## config.mk

```make
export PLATFORM = sky130hd
export DESIGN_NAME = poisonninja_top
export DESIGN_NICKNAME = d
export VERILOG_FILES = /design/src/rtl/poisonninja_top.sv
export SDC_FILE = /design/constraint.sdc
export NUM_CORES = 1
export LEC_CHECK = 0
export BUFFER_PORTS_ARGS = -buffer_cell sky130_fd_sc_hd__buf_4
export CAP_MARGIN = 20
export CORE_MARGIN = 5
export CORE_UTILIZATION = 30
export DETAILED_ROUTE_END_ITERATION = 12
export GPL_ROUTABILITY_DRIVEN = 0
export SLEW_MARGIN = 0
export SYNTH_ARGS = -nofsm -noshare
export SYNTH_HDL_FRONTEND = slang
export SYNTH_SLANG_ARGS = --single-unit
```

## constraint.sdc

```tcl
create_clock -name io_in -period 1.4 [get_ports io_in]
set_input_delay 0.07 -clock io_in [delete_from_list [all_inputs] [get_ports io_in]]
set_output_delay 0.07 -clock io_in [all_outputs]
set_load 0.005 [all_outputs]
```

## src/rtl/poisonninja_top.sv

```systemverilog
// poisonninja_top: fixed-period PWM generator for an 8-in/8-out pad frame.
// The pad frame carries the clock, the reset and a 6-bit duty value.
// io_in[0] is the clock, io_in[1] is a synchronous active-high reset,
// and io_in[7:2] is the duty value.
// A free-running counter spans one PERIOD-cycle frame.
// Three values leave on io_out, and all of them are registered:
//   io_out[0]   : pwm, high while the counter is below the duty value
//   io_out[1]   : strobe, high for the phase-0 slot of each frame
//   io_out[7:2] : phase, the counter value that produced this pwm/strobe
// The duty value is compared live every cycle and has no shadow register.
// Keeping frames glitch-free is therefore left to whoever drives io_in.

module poisonninja_top #(
    parameter int PERIOD = 50,
    parameter int CNT_W  = 6
) (
    input  logic [7:0] io_in,
    output logic [7:0] io_out
);

    // Last counter value of a frame, sized to the counter width.
    localparam logic [CNT_W-1:0] LAST_PHASE = CNT_W'(PERIOD - 1);

    // Pad-frame unpacking.
    logic             clk_s;
    logic             rst_s;
    logic [CNT_W-1:0] duty_s;

    assign clk_s  = io_in[0];
    assign rst_s  = io_in[1];
    assign duty_s = io_in[7:2];

    // State and registered outputs.
    logic [CNT_W-1:0] cnt_q;
    logic [CNT_W-1:0] cnt_d;
    logic             pwm_q;
    logic             pwm_d;
    logic             strobe_q;
    logic             strobe_d;
    logic [CNT_W-1:0] phase_q;
    logic [CNT_W-1:0] phase_d;

    // Next-state logic: advance or wrap the frame counter, and derive the outputs for the current phase.
    always_comb begin
        pwm_d    = (cnt_q < duty_s);
        strobe_d = (cnt_q == {CNT_W{1'b0}});
        phase_d  = cnt_q;
        if (cnt_q == LAST_PHASE) begin
            cnt_d = {CNT_W{1'b0}};
        end else begin
            cnt_d = cnt_q + {{(CNT_W-1){1'b0}}, 1'b1};
        end
    end

    // Register update; the synchronous reset overrides every other update.
    always_ff @(posedge clk_s) begin
        if (rst_s) begin
            cnt_q    <= {CNT_W{1'b0}};
            pwm_q    <= 1'b0;
            strobe_q <= 1'b0;
            phase_q  <= {CNT_W{1'b0}};
        end else begin
            cnt_q    <= cnt_d;
            pwm_q    <= pwm_d;
            strobe_q <= strobe_d;
            phase_q  <= phase_d;
        end
    end

    assign io_out = {phase_q, strobe_q, pwm_q};

endmodule

```

==> out/summary.txt <==
Post-synth top area cell -> dfxtp_1
First-pass GRT wire length -> 2.014 mm
Drt drc -> 0
Antenna violations before repair -> 0
Wire per inst -> 10.54 um
FFs w/ async S/R, synth -> 0%
Count of buffers from port buffering -> 8
Worst slew margin -> 85.17%
Max stage delay on crit path -> 190 ps
Syn Area/Cell -> 9.672 um^2
Top-area cell type share of the netlist area -> 46.00%
Max VDD drop -> 1.169 mV
Outcome -> completed
Max-capacitance violation count -> 0
Core area -> 0.001942 mm^2
Worst slack, placed -> -102.4 ps
Hold endpoint -> phase_q[0]$_SDFF_PP0_
Hold Crit Depth -> 3
DR iter-0 viols -> 11
Layout area overhead -> 31.21%
Synth Net Count -> 79
# setup viols final -> 0
Synth warn -> 0
Worst EP arrival -> 1540 ps
Detailed Route WL -> 1.138 mm
Most frequent cell after synthesis -> dfxtp_1
Max FO, Critical Path -> 5
Critical path capture point type -> flop
#FFs+latches synth -> 14
Worst-margin pin slew -> 222.1 ps
Crit path buffers/inverters -> 4
CP Data Required Time -> 1610 ps
Ys flop type -> dfxtp_1
Vias in the first global route -> 686
Fin. max-slew vios -> 0
Skew final -> 2.378 ps
Uppermost routed layer -> met4
Critical Path Start -> io_in[1]
Clock slew at reported path FFs -> 80 ps
Most common library cells after synthesis -> 14 x dfxtp_1, 8 x ha_1, 8 x inv_1, 8 x nor2_1, 5 x nor2b_1
Count of flip-flops with a built-in enable after synthesis -> 0
Leak -> 0.4020 nW
Worst-Skew Late Latency -> 270 ps
Setup slack, reg-to-reg -> 120 ps
Via density -> 4.454
FF-to-FF Start -> cnt_q[1]$_SDFF_PP0_
CP delay by family, top -> buffers and inverters
Pin count of the biggest net entering global routing -> 8
WL met3 -> 197 um
Worst Slack Setup Final -> 66.54 ps
# diodes -> 0
Final antenna-violating net count -> 0
Slowest CP cell -> a41o_1
Starting Density -> 31.38%
Die Span X -> 55.07 um
Final instance area -> 799.5 um^2
Met2 wire length -> 518 um
CP dominant cell by count -> clkbuf_4
Largest cells by area after synthesis -> dfxtp_1 46%, ha_1 16%, nor2b_1 5.1%
Filler cells -> 207
Netlist cell types -> 21
Die area -> 0.003032 mm^2
Reg2reg end -> cnt_q[5]$_SDFF_PP0_
Post-DP Area -> 720.7 um^2
Met1 Wirelength -> 404 um
Final net count -> 97
Hold Startpoint -> io_in[1]
GR Overflow Total -> 0
Post-synthesis sequential area ratio -> 46.00%
TritonCTS clock tree -> built
Crit path cell chain -> clkbuf_4 -> clkbuf_4 -> a41o_1 -> clkbuf_4 -> clkbuf_4 -> a21oi_1
Ratio of cells with drive above 1 in the final layout -> 27.16%
Pwr per Cell Area -> 2042 mW/mm^2
Total negative slack -> 0 ps
Mapped Area -> 609.3 um^2
Die Span Y -> 55.07 um
Tot GR Track Use -> 11.84%
Syn Inst Count -> 63
Num ports -> 16
R2R depth -> 6
Crit start category -> clock port
Hold crit path type -> clk -> reg
Critical path class -> clk -> reg
Initial DRT Pass Iterations -> 5
Hold Fails Final Rpt -> 0
RSZ-0062 raised after global routing -> no
Num rows -> 16
Total number of vias -> 481
HPWL after DPL -> 784.4 um
logic make-up (layout without fill, tap and decap cells):
logic type                 count (synthesis)  in the layout  synth area share, %
adders and majority gates                  8              8                16.43
and+or+nand+nor                           20             20                16.84
AOI/OAI and AO/OA                          8              8                9.034
buffers and inverters                     10             28                7.392
xor gates and xnor gates                   3              3                4.313
DFF                                       14             14                46.00
metal layers:
layer  global-route usage [%]  vias to the layer above
li1                         -                      244
met5                    2.083                        -
met2                    8.465                       20
met3                    22.52                        4
met1                    4.065                      213
met4                    23.89                        0
cell usage in the layout (no fill, tap or decap):
| cell type | Yosys | routed |
|---|---|---|
| a41oi_1 | 1 | 1 |
| dfxtp_1 | 14 | 13 |
| clkbuf_1 | 0 | 2 |
| nand2_1 | 2 | 2 |
| nor2_1 | 8 | 8 |
| or3_1 | 1 | 1 |
| o21ai_0 | 1 | 1 |
| nor2b_1 | 5 | 5 |
| buf_4 | 2 | 9 |
| o21ai_1 | 1 | 1 |
| xnor2_1 | 1 | 1 |
| a211o_1 | 1 | 1 |
| a21o_1 | 1 | 1 |
| nand3b_1 | 1 | 1 |
| a41o_1 | 1 | 1 |
| clkbuf_4 | 0 | 9 |
| inv_1 | 8 | 7 |
| a21oi_1 | 2 | 2 |
| nand3_2 | 1 | 1 |
| nor3_1 | 1 | 1 |
| dfxtp_4 | 0 | 1 |
| inv_12 | 0 | 1 |
| nand3_1 | 1 | 1 |
| ha_4 | 0 | 1 |
| ha_1 | 8 | 7 |
| xor2_1 | 2 | 2 |
power by group:
group | internal, mW | switching [mW]
Combinational | 0 | 0
Sequential | 0.443 | 0
Clock | 0.617 | 0.573
Total | 1.06 | 0.573
tightest hold or removal path, stage by stage:
cell and delay (ps):
clkbuf_4 120, clkbuf_4 150, nor2_1 40
repair_timing:
action,4_1_cts,5_1_grt
hold buffers,0,0
endpoints found under the setup margin,0,7
gates resized for setup,0,2
endpoints found under the hold margin,0,0
setup buffers,0,0
registers in the layout (all words and copies together) (netlist names):
signal / flops
cnt_q: 6
phase_q: 6
pwm_q: 1
strobe_q: 1
per-stage QoR:
step	hold WS, ps	power [mW]	util [%]	instances
final	69.73	1.633	41.17	108
after global routing	67.67	1.909	41.17	108
after CTS	62.98	1.692	40.98	108
after detailed placement	66.69	1.010	37.11	97
after global placement	66.69	1.010	37.11	97
after floorplan	66.69	1.010	-	63
final cells by class:
class	count	area [um^2]	area share [%]
multi-input cells	39	296.5	37.09
well taps	27	33.78	4.225
clock inverters	5	31.28	3.912
clock buffers	11	75.07	9.390
inverters	3	11.26	1.408
flip-flops and latches	14	284.0	35.52
repair buffers	9	67.56	8.451
how the worst max path moves through the flow:
stage                                endpoint  slack [ps]  cells past startpoint
final                     cnt_q[5]$_SDFF_PP0_          70                      6
after global routing         pwm_q$_SDFF_PP0_           1                      4
after CTS                 cnt_q[5]$_SDFF_PP0_          20                      6
after detailed placement     pwm_q$_SDFF_PP0_        -100                      5
after global placement       pwm_q$_SDFF_PP0_        -100                      5
after floorplan              pwm_q$_SDFF_PP0_        -100                      5
No activity file was read; power rests on OpenSTA's default activity.
